===== config.mk =====
export PLATFORM = sky130hd
export DESIGN_NAME = psum_beta_stack
export DESIGN_NICKNAME = d
export VERILOG_FILES = /design/src/rtl/psum_beta_stack_pkg.sv /design/src/rtl/psum_beta_stack_combine.sv /design/src/rtl/psum_beta_stack.sv
export SDC_FILE = /design/constraint.sdc
export NUM_CORES = 2
export LEC_CHECK = 0
export BUFFER_PORTS_ARGS = -buffer_cell sky130_fd_sc_hd__buf_2
export CORE_MARGIN = 4
export CORE_UTILIZATION = 62
export DETAILED_ROUTE_END_ITERATION = 10
export PLACE_DENSITY = 0.87
export SKIP_CTS_REPAIR_TIMING = 1
export SLEW_MARGIN = 40
export SYNTH_ARGS = -nofsm -noshare
export SYNTH_HDL_FRONTEND = slang
export SYNTH_HIERARCHICAL = 1
export SYNTH_SLANG_ARGS = --single-unit

===== constraint.sdc =====
create_clock -name clk -period 29.1 [get_ports clk]
set_input_delay 0 -clock clk [delete_from_list [all_inputs] [get_ports clk]]
set_output_delay 0 -clock clk [all_outputs]
set_load 0.05 [all_outputs]

===== src/rtl/psum_beta_stack_pkg.sv =====
// Shared sizing and state encoding for the polar partial-sum (beta) combiner.
package psum_beta_stack_pkg;
  localparam int LEAF_W   = 16;
  localparam int MAX_LOG2 = 7;
  localparam int DEPTH    = MAX_LOG2 - 2;
  localparam int BETA_W   = 1 << MAX_LOG2;
  localparam int SP_W     = $clog2(DEPTH + 1);

  typedef enum logic [1:0] {
    IDLE = 2'd0,
    COMB = 2'd1,
    FIN  = 2'd2
  } state_t;
endpackage


===== src/rtl/psum_beta_stack_combine.sv =====
// Polar fold of a left/right sibling pair: beta = {r, l^r} at twice the input length.
module beta_combine
  import psum_beta_stack_pkg::*;
(
  input  logic [BETA_W-1:0] l,
  input  logic [BETA_W-1:0] r,
  input  logic [2:0]        len_log2,
  output logic [BETA_W-1:0] beta
);
  logic [BETA_W-1:0] cand [8];

  // One candidate per length; lengths that cannot double inside the bus pass r through.
  for (genvar k = 0; k < 8; k++) begin : g_len
    if (k < MAX_LOG2) begin : g_fold
      localparam int N = 1 << k;
      assign cand[k] = BETA_W'({r[N-1:0], l[N-1:0] ^ r[N-1:0]});
    end else begin : g_pass
      assign cand[k] = r;
    end
  end

  assign beta = cand[len_log2];
endmodule


===== src/rtl/psum_beta_stack.sv =====
// Beta stack: holds left-child betas until the right sibling arrives, folds pairs upward.
module psum_beta_stack
  import psum_beta_stack_pkg::*;
(
  input  logic              clk,
  input  logic              rst,
  input  logic              frame_start,
  input  logic              in_valid,
  output logic              in_ready,
  input  logic [LEAF_W-1:0] in_bits,
  input  logic [2:0]        in_len_log2,
  input  logic [2:0]        in_comb,
  input  logic              in_final,
  output logic [BETA_W-1:0] top_beta,
  output logic [2:0]        top_len_log2,
  output logic              out_valid,
  input  logic              out_ready,
  output logic [BETA_W-1:0] out_beta,
  output logic [2:0]        out_len_log2,
  output logic              err
);
  state_t            state;
  logic [BETA_W-1:0] stk_data [DEPTH];
  logic [2:0]        stk_len  [DEPTH];
  logic [SP_W-1:0]   sp;
  logic [SP_W-1:0]   top_idx;
  logic [BETA_W-1:0] work;
  logic [2:0]        wlen;
  logic [2:0]        cnt;
  logic              final_q;
  logic [BETA_W-1:0] comb_beta;
  logic              comb_bad;

  assign top_idx      = (sp == '0) ? '0 : sp - SP_W'(1);
  assign top_beta     = (sp == '0) ? '0 : stk_data[top_idx];
  assign top_len_log2 = (sp == '0) ? '0 : stk_len[top_idx];
  assign in_ready     = (state == IDLE);
  assign out_beta     = out_valid ? work : '0;
  assign out_len_log2 = out_valid ? wlen : '0;

  assign comb_bad = (sp == '0) || (stk_len[top_idx] != wlen) || (wlen == 3'(MAX_LOG2));

  beta_combine u_comb (
    .l        (stk_data[top_idx]),
    .r        (work),
    .len_log2 (wlen),
    .beta     (comb_beta)
  );

  always_ff @(posedge clk or posedge rst) begin
    if (rst) begin
      state     <= IDLE;
      sp        <= '0;
      work      <= '0;
      wlen      <= '0;
      cnt       <= '0;
      final_q   <= 1'b0;
      err       <= 1'b0;
      out_valid <= 1'b0;
      for (int i = 0; i < DEPTH; i++) begin
        stk_data[i] <= '0;
        stk_len[i]  <= '0;
      end
    end else begin
      case (state)
        IDLE: begin
          // Clear precedes the accept so a leaf can start a new frame on the same edge.
          if (frame_start) begin
            sp  <= '0;
            err <= 1'b0;
            for (int i = 0; i < DEPTH; i++) begin
              stk_data[i] <= '0;
              stk_len[i]  <= '0;
            end
          end
          if (in_valid) begin
            work    <= BETA_W'(in_bits);
            wlen    <= in_len_log2;
            cnt     <= in_comb;
            final_q <= in_final;
            if (in_comb != 3'd0) begin
              state <= COMB;
            end else begin
              state     <= FIN;
              out_valid <= in_final;
            end
          end
        end
        COMB: begin
          if (comb_bad) begin
            err       <= 1'b1;
            cnt       <= '0;
            state     <= FIN;
            out_valid <= final_q;
          end else begin
            work              <= comb_beta;
            wlen              <= wlen + 3'd1;
            sp                <= sp - SP_W'(1);
            stk_data[top_idx] <= '0;
            stk_len[top_idx]  <= '0;
            cnt               <= cnt - 3'd1;
            if (cnt == 3'd1) begin
              state     <= FIN;
              out_valid <= final_q;
            end
          end
        end
        FIN: begin
          if (final_q) begin
            if (out_ready) begin
              out_valid <= 1'b0;
              state     <= IDLE;
            end
          end else begin
            if (sp < SP_W'(DEPTH)) begin
              stk_data[sp] <= work;
              stk_len[sp]  <= wlen;
              sp           <= sp + SP_W'(1);
            end else begin
              err <= 1'b1;
            end
            state <= IDLE;
          end
        end
        default: state <= IDLE;
      endcase
    end
  end
endmodule

==> out/qor.yml <==
place:
  place_inst: 5459
  io_buffers: 292
  dpl-instance-area_sq_mm: 0.04802
  place.gp.congestion: 0.8956
  dp.final_hpwl_microns: 91970
finish:
  fin_nets: 4654
  multi_input_area_sq_mm: 0.02446
  fillers: 5289
  drive_gt1_frac: 0.1532
  final_cell_area_sq_mm: 0.05119
  ff_latch_area_sq_mm: 0.01996
  final_cell_count_no_fill: 5649
  area_growth_pct: 10.08
synthesis:
  synth_top_area_share: 0.4289
  syn_area_per_cell_sq_um: 10.01
  yosysSeqAreaShare: 0.4289
  yosysWarnings: 6
  synth_nets: 4682
  ys_seq_elements: 797
  synthFlopType: "dfrtp_1"
  syn_inst: 4643
  async_flop_share: 1.000
  synth.distinct_cells: 66
  synth_edf_count: 0
  ys_top_cells_by_area: "dfrtp_1, a22o_1, mux2i_1"
  synthesis.area_sq_mm: 0.04650
  yosysTopAreaCell: "dfrtp_1"
global_routing:
  grt_pass1_wl_microns: 249300
  grt_max_degree: 141
  grt_pass1_vias: 41810
  antenna_found_initial: 7
  grt_use_total: 0.3978
  grt_overflow: 0
routing:
  vias_per_cell: 7.752
  drc: 0
  drt_pass1_iterations: 7
  drt_iter0_markers: 7257
  vias: 43790
  wirelength_microns: 164100
  wire_per_inst_microns: 29.05
  ant_nets: 0
power:
  p_leak_nw: 23.82
  powerDensity_mw_per_mm2: 112.8
  ir_drop_uv: 178.7
  p_total_mw: 5.773
setup_path:
  crit_path_top_delay_cell: "dfrtp_1"
  path_cells: "inv_1, ha_1, or4b_1, nand2_4, buf_4, a311oi_1, and3b_1, or2_1, o21ai_4, buf_12, nand2_4, buf_12, buf_16, a32o_1"
  crit_arrival_ns: 7.72
  start_kind: "flip-flop"
  critPathMaxFanout: 111
  crit_buf_inv: 5
  critPathKind: "reg -> reg"
  critPathCaptureType: "flip-flop"
  cp.required_ns: 29.63
  rrSetupSlack_ns: 21.91
  max_stage_delay_ns: 0.83
  crit_family: "buffers and inverters"
timing:
  fmax_ghz: 0.1392
  setup_viol: 0
  rsz0062_at_grt: "false"
  hold_viol: 5
  fin_worst_skew_ns: 0.02511
  worst_slew_pin_slew_ns: 0.9540
  setup_tns_ns: 0
  drv_slew: 0
  timing.final.crit_share: 0.2469
  slew_headroom: 0.3640
  timing.hold.ws_ns: -0.03417
  period_minus_slack_ns: 7.186
outcome:
  status: "finished with violations"
  violations: "negative hold slack"
die:
  num_rows: 100
  die-area_sq_mm: 0.07945
  core_area_sq_mm: 0.07445
  initial_core_util: 0.6246
  io_pins: 293
  die_h_microns: 281.9
  die_w_microns: 281.9
flow_run:
  drv_cap: 0
clock_tree:
  clk_path_buf_depth: 3
  clkLatencyLatePin_ns: 0.67
  cts_tree: "yes"
  cts_sinks: 797
  cts_root_buffer: "clkbuf_16"
  numCtsBuffers: 85
  htree_levels: 3
  clkTransAtPathRegs_ns: 0.06
hold_path:
  hold_class: "in -> async"
[cells in the mapped netlist, types with 5 or more instances]
cell      number
a31oi_1        5
and2_1       262
nand3b_1      30
a32o_1       257
mux2i_1      316
buf_6         14
buf_1         27
nand2b_1      40
dfrtp_1      797
clkbuf_1     392
nor3b_1       33
nor2b_1       52
nor4bb_1      16
a221oi_1     130
mux2_2       168
nand2_1      544
and3b_1       18
o31ai_1        6
a311oi_1      15
o22ai_1       50
a32oi_1      119
nor2_1        63
a21oi_1      243
a21o_1        16
buf_4          8
buf_2         85
nand3_1        9
a22o_1       650
nor3_1         5
a21boi_0       5
ha_1          11
o21ai_0      175
inv_1         21
[power breakdown]
| group | switching, mW | internal, mW | total [mW] |
|---|---|---|---|
| Combinational | 2.55 | 0.802 | 3.35 |
| Clock | 0.473 | 0.631 | 1.10 |
| Sequential | 0.159 | 1.16 | 1.32 |
| Total | 3.18 | 2.59 | 5.77 |
[cell type report]
cell class,instances,area share
flip-flops and latches,797,0.3899
inverters,21,0.001809
well taps,969,0.02369
clock inverters,18,0.004082
clock buffers,133,0.05001
diodes,1,0.00004889
repair buffers,412,0.05258
multi-input cells,3298,0.4779
[through the flow]
stage | utilization | setup WS (ns)
CTS | 0.6822 | 22.17
global placement | 0.6417 | 21.77
finish | 0.6876 | 21.91
global route | 0.6875 | 21.67
floorplan | - | 6.720
detailed placement | 0.6450 | 22.21
[layer usage]
metal	part of all wire	GRT usage
met1	0.35	0.5263
met2	0.42	0.5634
met3	0.15	0.1221
met4	0.076	0.2694
met5	0.00041	0
[cell usage in the layout (no fill, tap or decap), types with 5 or more instances in the layout]
| master | instances |
|---|---|
| nand2_1 | 538 |
| nor4bb_1 | 16 |
| and2_1 | 261 |
| ha_1 | 10 |
| mux2i_1 | 316 |
| nand3b_1 | 30 |
| buf_12 | 8 |
| a31oi_1 | 5 |
| nor2b_1 | 52 |
| and3b_1 | 18 |
| nor2_1 | 61 |
| o21ai_0 | 175 |
| a32o_1 | 257 |
| clkbuf_2 | 6 |
| a32oi_1 | 119 |
| mux2_2 | 168 |
| dlygate4sd3_1 | 30 |
| buf_4 | 45 |
| nand2b_1 | 38 |
| a21o_1 | 16 |
| a311oi_1 | 15 |
| a221oi_1 | 130 |
| clkinv_2 | 8 |
| a22o_1 | 650 |
| o31ai_1 | 6 |
| clkbuf_1 | 25 |
| nor3b_1 | 33 |
| nand3_1 | 8 |
| a21oi_1 | 242 |
| buf_2 | 294 |
| dfrtp_1 | 792 |
| inv_1 | 18 |
| clkbuf_8 | 21 |
| clkbuf_16 | 87 |
| buf_6 | 25 |
| o22ai_1 | 50 |
[worst register-to-register path, cell delays in order (launching register included)]
cell and delay (ns):
dfrtp_1 0.83, inv_1 0.47, ha_1 0.51, or4b_1 0.65
nand2_4 0.53, buf_4 0.74, a311oi_1 0.25, and3b_1 0.27
or2_1 0.32, o21ai_4 0.21, buf_12 0.44, nand2_4 0.62
buf_12 0.50, buf_16 0.31, a32o_1 0.41
[state kept, by name (all words and copies together), names as in the netlist]
| name | cells |
|---|---|
| cnt | 3 |
| err | 1 |
| final_q | 1 |
| out_valid | 1 |
| sp | 3 |
| state | 2 |
| stk_data | 640 |
| stk_len | 15 |
| wlen | 3 |
| work | 128 |
[path summary, 6_finish.rpt]
| path | from | to | cells after the start |
|---|---|---|---|
| worst max-delay path | sp[0]$_DFFE_PP0P_ | stk_data[576]$_DFFE_PP0P_ | 14 |
| worst min-delay path | rst | cnt[0]$_DFFE_PP0P_ | 3 |
| worst max register to register | sp[0]$_DFFE_PP0P_ | stk_data[576]$_DFFE_PP0P_ | 14 |
| worst min register to register | cnt[1]$_DFFE_PP0P_ | cnt[1]$_DFFE_PP0P_ | 2 |
| max in group asynchronous | rst | stk_data[448]$_DFFE_PP0P_ | 6 |
| min in group clk | frame_start | sp[2]$_DFFE_PP0P_ | 4 |
[cells by family after synthesis]
family / share of synthesized area
AO/OA/AOI/OAI: 0.2897
buffers and inverters: 0.04946
XOR/XNOR: 0.0005652
adder cells (fa/ha/maj): 0.003928
flip-flops: 0.4289
multiplexers: 0.1087
AND/OR/NAND/NOR: 0.1187
Note: power is estimated with default switching activity, not from simulation.
